**src/rtl/mesi_isc_broad_cntl_mp_if.sv**
```systemverilog
// Signal bundle between the broadcast controller, the broadcast FIFO and the per-CPU
// coherence-bus ports. The master modport is the controller side.
interface mesi_isc_broad_cntl_mp_if #(
    parameter int unsigned CPU_COUNT        = 4,
    parameter int unsigned CBUS_CMD_WIDTH   = 3,
    parameter int unsigned BROAD_TYPE_WIDTH = 2,
    parameter int unsigned BROAD_ID_WIDTH   = 5
);
    localparam int unsigned CPU_ID_WIDTH = (CPU_COUNT > 2) ? $clog2(CPU_COUNT) : 1;

    // Coherence-bus ports
    logic [CPU_COUNT-1:0]                cbus_ack_array_i;
    logic [CPU_COUNT-1:0]                cpu_enable_i;
    logic [CPU_COUNT*CBUS_CMD_WIDTH-1:0] cbus_cmd_array_o;

    // Broadcast FIFO head and pop strobe
    logic                                fifo_status_empty_i;
    logic [BROAD_TYPE_WIDTH-1:0]         broad_snoop_type_i;
    logic [CPU_ID_WIDTH-1:0]             broad_snoop_cpu_id_i;
    logic [BROAD_ID_WIDTH-1:0]           broad_snoop_id_i;
    logic                                broad_fifo_rd_o;

    // Status
    logic                                busy_o;
    logic [BROAD_ID_WIDTH-1:0]           cur_broad_id_o;
    logic                                timeout_o;
    logic                                id_err_o;

    modport master (
        input  cbus_ack_array_i,
        input  cpu_enable_i,
        input  fifo_status_empty_i,
        input  broad_snoop_type_i,
        input  broad_snoop_cpu_id_i,
        input  broad_snoop_id_i,
        output cbus_cmd_array_o,
        output broad_fifo_rd_o,
        output busy_o,
        output cur_broad_id_o,
        output timeout_o,
        output id_err_o
    );

    modport slave (
        output cbus_ack_array_i,
        output cpu_enable_i,
        output fifo_status_empty_i,
        output broad_snoop_type_i,
        output broad_snoop_cpu_id_i,
        output broad_snoop_id_i,
        input  cbus_cmd_array_o,
        input  broad_fifo_rd_o,
        input  busy_o,
        input  cur_broad_id_o,
        input  timeout_o,
        input  id_err_o
    );
endinterface

```
**src/rtl/mesi_isc_broad_cntl_mp.sv**
```systemverilog
// Broadcast controller: takes the head of the broadcast FIFO, snoops every other enabled
// port, then grants the initiator its access and pops the entry.
module mesi_isc_broad_cntl_mp #(
    parameter int unsigned CPU_COUNT        = 4,
    parameter int unsigned CBUS_CMD_WIDTH   = 3,
    parameter int unsigned BROAD_TYPE_WIDTH = 2,
    parameter int unsigned BROAD_ID_WIDTH   = 5,
    parameter int unsigned TIMEOUT_CYCLES   = 256
) (
    input logic                      clk,
    input logic                      rst,
    mesi_isc_broad_cntl_mp_if.master bus
);
    localparam int unsigned CPU_ID_WIDTH = (CPU_COUNT > 2) ? $clog2(CPU_COUNT) : 1;
    localparam int unsigned CNT_WIDTH    = (TIMEOUT_CYCLES > 1) ? $clog2(TIMEOUT_CYCLES) : 1;
    localparam bit          TIMEOUT_EN   = (TIMEOUT_CYCLES != 0);
    localparam logic [CNT_WIDTH-1:0] CNT_LAST =
        CNT_WIDTH'((TIMEOUT_CYCLES == 0) ? 0 : TIMEOUT_CYCLES - 1);
    localparam int unsigned CMD_VEC_WIDTH = CPU_COUNT * CBUS_CMD_WIDTH;

    localparam logic [CBUS_CMD_WIDTH-1:0] MESI_ISC_CBUS_CMD_NOP      = CBUS_CMD_WIDTH'(0);
    localparam logic [CBUS_CMD_WIDTH-1:0] MESI_ISC_CBUS_CMD_WR_SNOOP = CBUS_CMD_WIDTH'(1);
    localparam logic [CBUS_CMD_WIDTH-1:0] MESI_ISC_CBUS_CMD_RD_SNOOP = CBUS_CMD_WIDTH'(2);
    localparam logic [CBUS_CMD_WIDTH-1:0] MESI_ISC_CBUS_CMD_EN_WR    = CBUS_CMD_WIDTH'(3);
    localparam logic [CBUS_CMD_WIDTH-1:0] MESI_ISC_CBUS_CMD_EN_RD    = CBUS_CMD_WIDTH'(4);
    localparam logic [BROAD_TYPE_WIDTH-1:0] MESI_ISC_BREQ_TYPE_WR    = BROAD_TYPE_WIDTH'(1);

    typedef enum logic [1:0] {StIdle, StSnoop, StEnAccess, StPop} state_e;

    state_e                      state_q, state_d;
    logic [CPU_COUNT-1:0]        pending_q, pending_d;
    logic [CNT_WIDTH-1:0]        cnt_q, cnt_d;
    logic [BROAD_TYPE_WIDTH-1:0] type_q, type_d;
    logic [CPU_ID_WIDTH-1:0]     cpu_q, cpu_d;
    logic [BROAD_ID_WIDTH-1:0]   id_q, id_d;
    logic [CMD_VEC_WIDTH-1:0]    cmd_q, cmd_d;
    logic                        rd_q, busy_q, timeout_q, timeout_d, id_err_q, id_err_d;

    logic                        head_valid;
    logic [CPU_COUNT-1:0]        head_init_mask;
    logic                        init_ack;

    assign head_valid = 32'(bus.broad_snoop_cpu_id_i) < CPU_COUNT;

    // Decode the head initiator and the latched initiator's ack without indexing past the
    // port vector when CPU_COUNT is not a power of two.
    always_comb begin
        head_init_mask = '0;
        init_ack       = 1'b0;
        for (int n = 0; n < CPU_COUNT; n++) begin
            if (bus.broad_snoop_cpu_id_i == CPU_ID_WIDTH'(n)) head_init_mask[n] = 1'b1;
            if (cpu_q == CPU_ID_WIDTH'(n)) init_ack = bus.cbus_ack_array_i[n];
        end
    end

    always_comb begin
        state_d   = state_q;
        pending_d = pending_q;
        cnt_d     = cnt_q;
        type_d    = type_q;
        cpu_d     = cpu_q;
        id_d      = id_q;
        timeout_d = 1'b0;
        id_err_d  = 1'b0;

        unique case (state_q)
            StIdle: begin
                if (!bus.fifo_status_empty_i) begin
                    if (head_valid) begin
                        type_d    = bus.broad_snoop_type_i;
                        cpu_d     = bus.broad_snoop_cpu_id_i;
                        id_d      = bus.broad_snoop_id_i;
                        pending_d = bus.cpu_enable_i & ~head_init_mask;
                        cnt_d     = '0;
                        state_d   = (pending_d == '0) ? StEnAccess : StSnoop;
                    end else begin
                        // Unroutable entry: drop it without touching the bus.
                        id_err_d = 1'b1;
                        state_d  = StPop;
                    end
                end
            end
            StSnoop: begin
                pending_d = pending_q & ~bus.cbus_ack_array_i;
                if (TIMEOUT_EN) cnt_d = cnt_q + CNT_WIDTH'(1);
                if (pending_d == '0) begin
                    state_d = StEnAccess;
                end else if (TIMEOUT_EN && (cnt_q == CNT_LAST)) begin
                    pending_d = '0;
                    timeout_d = 1'b1;
                    state_d   = StEnAccess;
                end
            end
            StEnAccess: begin
                if (init_ack) state_d = StPop;
            end
            StPop: begin
                state_d = StIdle;
            end
            default: begin
                state_d = StIdle;
            end
        endcase
    end

    // Commands are decoded from next-state values so they leave the flops with the state.
    always_comb begin
        cmd_d = '0;
        for (int n = 0; n < CPU_COUNT; n++) begin
            cmd_d[n*CBUS_CMD_WIDTH +: CBUS_CMD_WIDTH] = MESI_ISC_CBUS_CMD_NOP;
            if ((state_d == StSnoop) && pending_d[n]) begin
                cmd_d[n*CBUS_CMD_WIDTH +: CBUS_CMD_WIDTH] = (type_d == MESI_ISC_BREQ_TYPE_WR) ?
                    MESI_ISC_CBUS_CMD_WR_SNOOP : MESI_ISC_CBUS_CMD_RD_SNOOP;
            end else if ((state_d == StEnAccess) && (cpu_d == CPU_ID_WIDTH'(n))) begin
                cmd_d[n*CBUS_CMD_WIDTH +: CBUS_CMD_WIDTH] = (type_d == MESI_ISC_BREQ_TYPE_WR) ?
                    MESI_ISC_CBUS_CMD_EN_WR : MESI_ISC_CBUS_CMD_EN_RD;
            end
        end
    end

    always_ff @(posedge clk or posedge rst) begin
        if (rst) begin
            state_q   <= StIdle;
            pending_q <= '0;
            cnt_q     <= '0;
            type_q    <= '0;
            cpu_q     <= '0;
            id_q      <= '0;
            cmd_q     <= {CPU_COUNT{MESI_ISC_CBUS_CMD_NOP}};
            rd_q      <= 1'b0;
            busy_q    <= 1'b0;
            timeout_q <= 1'b0;
            id_err_q  <= 1'b0;
        end else begin
            state_q   <= state_d;
            pending_q <= pending_d;
            cnt_q     <= cnt_d;
            type_q    <= type_d;
            cpu_q     <= cpu_d;
            id_q      <= id_d;
            cmd_q     <= cmd_d;
            rd_q      <= (state_d == StPop);
            busy_q    <= (state_d != StIdle);
            timeout_q <= timeout_d;
            id_err_q  <= id_err_d;
        end
    end

    assign bus.cbus_cmd_array_o = cmd_q;
    assign bus.broad_fifo_rd_o  = rd_q;
    assign bus.busy_o           = busy_q;
    assign bus.cur_broad_id_o   = id_q;
    assign bus.timeout_o        = timeout_q;
    assign bus.id_err_o         = id_err_q;

    a_pop_single: assert property (@(posedge clk) disable iff (rst)
        bus.broad_fifo_rd_o |=> !bus.broad_fifo_rd_o);
    a_idle_quiet: assert property (@(posedge clk) disable iff (rst)
        !bus.busy_o |-> ((bus.cbus_cmd_array_o == {CPU_COUNT{MESI_ISC_CBUS_CMD_NOP}}) &&
                         !bus.broad_fifo_rd_o));
    a_timeout_grants: assert property (@(posedge clk) disable iff (rst)
        bus.timeout_o |-> (state_q == StEnAccess));
    a_id_err_pops: assert property (@(posedge clk) disable iff (rst)
        bus.id_err_o |-> bus.broad_fifo_rd_o);
endmodule

```
**src/flat_wrapper.sv**
```systemverilog
// flat-port wrapper written by rule: the top's interface ports become plain ports
module mesi_isc_broad_cntl_mp_flat 
#(
    parameter int unsigned CPU_COUNT        = 4,
    parameter int unsigned CBUS_CMD_WIDTH   = 3,
    parameter int unsigned BROAD_TYPE_WIDTH = 2,
    parameter int unsigned BROAD_ID_WIDTH   = 5,
    parameter int unsigned TIMEOUT_CYCLES   = 256
)
  (clk, rst, bus_cbus_ack_array_i, bus_cpu_enable_i, bus_fifo_status_empty_i, bus_broad_snoop_type_i, bus_broad_snoop_cpu_id_i, bus_broad_snoop_id_i, bus_cbus_cmd_array_o, bus_broad_fifo_rd_o, bus_busy_o, bus_cur_broad_id_o, bus_timeout_o, bus_id_err_o);
  mesi_isc_broad_cntl_mp_if #(.CPU_COUNT(CPU_COUNT), .CBUS_CMD_WIDTH(CBUS_CMD_WIDTH), .BROAD_TYPE_WIDTH(BROAD_TYPE_WIDTH), .BROAD_ID_WIDTH(BROAD_ID_WIDTH)) bus_i ();
  input logic clk;
  input logic rst;
  input wire logic [$bits(bus_i.cbus_ack_array_i)-1:0] bus_cbus_ack_array_i;
  input wire logic [$bits(bus_i.cpu_enable_i)-1:0] bus_cpu_enable_i;
  input wire logic [$bits(bus_i.fifo_status_empty_i)-1:0] bus_fifo_status_empty_i;
  input wire logic [$bits(bus_i.broad_snoop_type_i)-1:0] bus_broad_snoop_type_i;
  input wire logic [$bits(bus_i.broad_snoop_cpu_id_i)-1:0] bus_broad_snoop_cpu_id_i;
  input wire logic [$bits(bus_i.broad_snoop_id_i)-1:0] bus_broad_snoop_id_i;
  output wire logic [$bits(bus_i.cbus_cmd_array_o)-1:0] bus_cbus_cmd_array_o;
  output wire logic [$bits(bus_i.broad_fifo_rd_o)-1:0] bus_broad_fifo_rd_o;
  output wire logic [$bits(bus_i.busy_o)-1:0] bus_busy_o;
  output wire logic [$bits(bus_i.cur_broad_id_o)-1:0] bus_cur_broad_id_o;
  output wire logic [$bits(bus_i.timeout_o)-1:0] bus_timeout_o;
  output wire logic [$bits(bus_i.id_err_o)-1:0] bus_id_err_o;
  assign bus_i.cbus_ack_array_i = bus_cbus_ack_array_i;
  assign bus_i.cpu_enable_i = bus_cpu_enable_i;
  assign bus_i.fifo_status_empty_i = bus_fifo_status_empty_i;
  assign bus_i.broad_snoop_type_i = bus_broad_snoop_type_i;
  assign bus_i.broad_snoop_cpu_id_i = bus_broad_snoop_cpu_id_i;
  assign bus_i.broad_snoop_id_i = bus_broad_snoop_id_i;
  assign bus_cbus_cmd_array_o = bus_i.cbus_cmd_array_o;
  assign bus_broad_fifo_rd_o = bus_i.broad_fifo_rd_o;
  assign bus_busy_o = bus_i.busy_o;
  assign bus_cur_broad_id_o = bus_i.cur_broad_id_o;
  assign bus_timeout_o = bus_i.timeout_o;
  assign bus_id_err_o = bus_i.id_err_o;
  mesi_isc_broad_cntl_mp #(.CPU_COUNT(CPU_COUNT), .CBUS_CMD_WIDTH(CBUS_CMD_WIDTH), .BROAD_TYPE_WIDTH(BROAD_TYPE_WIDTH), .BROAD_ID_WIDTH(BROAD_ID_WIDTH), .TIMEOUT_CYCLES(TIMEOUT_CYCLES)) u_core (.clk(clk), .rst(rst), .bus(bus_i));
endmodule
```
**config.mk**
```make
export PLATFORM = sky130hd
export DESIGN_NAME = mesi_isc_broad_cntl_mp_flat
export DESIGN_NICKNAME = d
export VERILOG_FILES = /design/src/rtl/mesi_isc_broad_cntl_mp_if.sv /design/src/rtl/mesi_isc_broad_cntl_mp.sv /design/src/flat_wrapper.sv
export SDC_FILE = /design/constraint.sdc
export NUM_CORES = 1
export LEC_CHECK = 0
export CAP_MARGIN = 0
export CORE_UTILIZATION = 52
export DETAILED_ROUTE_END_ITERATION = 7
export PLACE_DENSITY = 0.89
export SYNTH_ARGS = -nofsm -noshare
export SYNTH_HDL_FRONTEND = slang
export SYNTH_SLANG_ARGS = --single-unit
```
**constraint.sdc**
```tcl
create_clock -name clk -period 5.3 [get_ports clk]
set_input_delay 0.53 -clock clk [delete_from_list [all_inputs] [get_ports clk]]
set_output_delay 0.53 -clock clk [all_outputs]
set_load 0.02 [all_outputs]
```
==> metrics.cfg <==
[timing]
fin_crit_ns = 2.595
fmax_mhz = 385.3
finalHoldViolations = 0
worstMarginPinSlew_ns = 0.8892
worst_slack_ns = 2.705
skew_ns = 0.01155
fin_crit_sh_pct = 48.97
holdWs_ns = 0.4889
tns_ns = 0
drv_slew = 0
setup_violations = 0
rsz0062_at_grt = no
relSlewSlack_pct = 40.40

[global_route]
grt_first_pass_wirelength_mm = 6.375
antenna_found_initial = 0
grt_pass1_vias = 1380
track_usage_pct = 23.60
grt_max_degree = 39
overflow = 0

[yosys]
yosysTopAreaCell = dfrtp_1
ys_top_cells_by_area = dfrtp_1 51%, nand2_1 7.0%, nand3_1 3.2%
synth_seq_cells = 38
yosysWarnings = 0
ys_seq_area_share_pct = 50.80
synth_top_area_share_pct = 50.80
synth.distinct_cells = 51
synth_common_cells = 38 x dfrtp_1, 35 x nand2_1, 12 x nand3_1, 9 x nor2_1
synth_fp_nets = 210
yosys.cell_count.top_type = dfrtp_1
syn_area_mm2 = 0.001872
async_flop_share_pct = 100.0
synth_edf_count = 0
avgSynthCellArea_um2 = 9.904
synthFlopType = dfrtp_1
synthCells = 189

[cts]
clkTransAtPathRegs_ns = 0.12
clock_latency_ns = 0.35
post-cts-setup-buffer-count = 0
clockBufferDepth = 2
cts_made_buffers = 5
cts_tree = done
cts.htree.levels = 2
clock_sinks = 38
clockRootBuffer = clkbuf_4
cts-hold-fix-buffers = 0
post_cts_resized = 0

[place]
io_buffers = 39
hpwl_mm = 2.764
place_congestion = 0.8724
pre_cts_ws_ns = 2.390
place_area_mm2 = 0.002271

[routing]
vias = 1553
drtIter0Drc = 79
routed_wl_mm = 3.927
via_per_inst = 5.668
drc = 0
wl_per_cell_um = 14.33
dr.pass1.iters = 4
ant_nets = 0

[critical_path]
critPathMaxFanout = 15
cp_slowest_stage_delay_ns = 0.74
path_cells = clkdlybuf4s50_1 > nor3_2 > o21ai_2 > o22ai_1 > or2_1 > nor3_1
end_kind = register
startpoint_type = input port
path_class = in2reg
cp.required_ns = 5.53
path_buf_inv = 1
path_delay_family = simple AND/OR/NAND/NOR gates
slowest_stage = nor3_2
cp.arrival_ns = 2.82

[final_layout]
n_fill_cell = 260
syn2layout_area_growth_pct = 24.73
drive_gt1_share_pct = 10.96
nets = 248
antenna_cells = 0
final_area_mm2 = 0.002335

[floorplanning]
num_io_pins = 41
fp-row-count = 21
core_area_mm2 = 0.003390
start_util_pct = 55.22
floorplan.die.height_um = 62.00
dieArea_mm2 = 0.003843
die_w_um = 62.00

[power]
power_density_mw_per_mm2 = 491.8
max-vdd-ir-drop_uv = 298.5
p_leak_nw = 1.038

[hold_path]
min_path_type = reg2reg

[status]
outcome = complete, no violations

[run]
maxCapViolCount = 0

[cells in the final DEF, fill, tap and decap left out, types with 2 or more instances in the layout]
cell type,instances
clkdlybuf4s50_1,39
dfrtp_1,38
nand2_1,35
nand3_1,12
nor2_1,9
nand2b_1,6
o21ai_0,6
inv_1,6
and3_1,5
o22ai_1,5
o21ai_1,5
nor3_1,5
clkbuf_4,5
or3_1,3
nand4_1,3
or4_4,3
and2b_4,3
o31ai_1,2
mux2i_1,2
a21oi_1,2
a221o_1,2
[worst min-delay path: stages (launching register included)]
cell     delay, ns
dfrtp_1       0.36
nand2_1       0.05
nand2_1       0.06
[flip-flops by register name (all words and copies together), names as in the netlist]
register                     cells
u_core.bus.busy_o                1
u_core.pending_q                 4
u_core.bus.timeout_o             1
u_core.cnt_q                     8
u_core.bus.broad_fifo_rd_o       1
u_core.type_q                    2
u_core.bus.cbus_cmd_array_o     12
u_core.cpu_q                     2
u_core.bus.cur_broad_id_o        5
u_core.state_q                   2
[cells by family after synthesis]
family / count (synthesis) / share of synthesized area (%)
buffers and inverters: 16 / 4.411
and+or+nand+nor: 94 / 26.54
adders and majority gates: 1 / 0.6683
other: 1 / 0.2003
DFF: 38 / 50.80
xor gates and xnor gates: 1 / 0.4680
AOI/OAI and AO/OA: 33 / 13.30
muxes: 5 / 3.609
[area by class of cell]
cell class                      count  area (um^2)  share of cell area (%)
Clock buffer                        6        51.30                   2.197
Clock inverter                      2        12.51                  0.5359
Inverter                            7        26.28                   1.125
Multi-Input combinational cell    135        838.3                   35.91
Sequential cell                    38        950.9                   40.73
Tap cell                           46        57.56                   2.465
Timing Repair Buffer               40        397.9                   17.04
[layer usage]
layer / track usage [%] / up-vias / wire length, um
met5: 0 / - / 0
met3: 4.762 / 10 / 227
met4: 13.65 / 0 / 95
li1: - / 742 / -
met1: 33.33 / 737 / 1813
met2: 33.74 / 64 / 1790
[report_power, final]
| group | internal, W | total (W) | switching, W |
|---|---|---|---|
| Sequential | 0.000381 | 0.000442 | 0.0000609 |
| Combinational | 0.000224 | 0.000543 | 0.000319 |
| Clock | 0.0000637 | 0.000163 | 0.0000989 |
| Total | 0.000669 | 0.00115 | 0.000479 |
[path summary, 6_finish.rpt]
path                            slack [ns]                         start                              end  cells after the start
worst max-delay path                  2.70       bus_fifo_status_empty_i  u_core.bus.cbus_cmd_array_o[11]                      6
worst min register to register        0.49  u_core.bus.cur_broad_id_o[0]     u_core.bus.cur_broad_id_o[0]                      2
worst min-delay path                  0.49  u_core.bus.cur_broad_id_o[0]     u_core.bus.cur_broad_id_o[0]                      2
max in group asynchronous             4.39                           rst   u_core.bus.cbus_cmd_array_o[3]                      3
worst max register to register        2.85             u_core.state_q[0]  u_core.bus.cbus_cmd_array_o[11]                      5
min in group asynchronous             0.57                           rst                  u_core.cnt_q[5]                      3
[stage by stage]
step	total power [W]	util, %	std cells
CTS	0.001148	68.88	274
finish	0.001148	68.88	274
floorplan	0.0008179	-	189
detailed placement	0.0009851	67.00	266
global route	0.001227	68.88	274
global placement	0.0009680	67.00	266
Power figures use the tool's default switching activity.
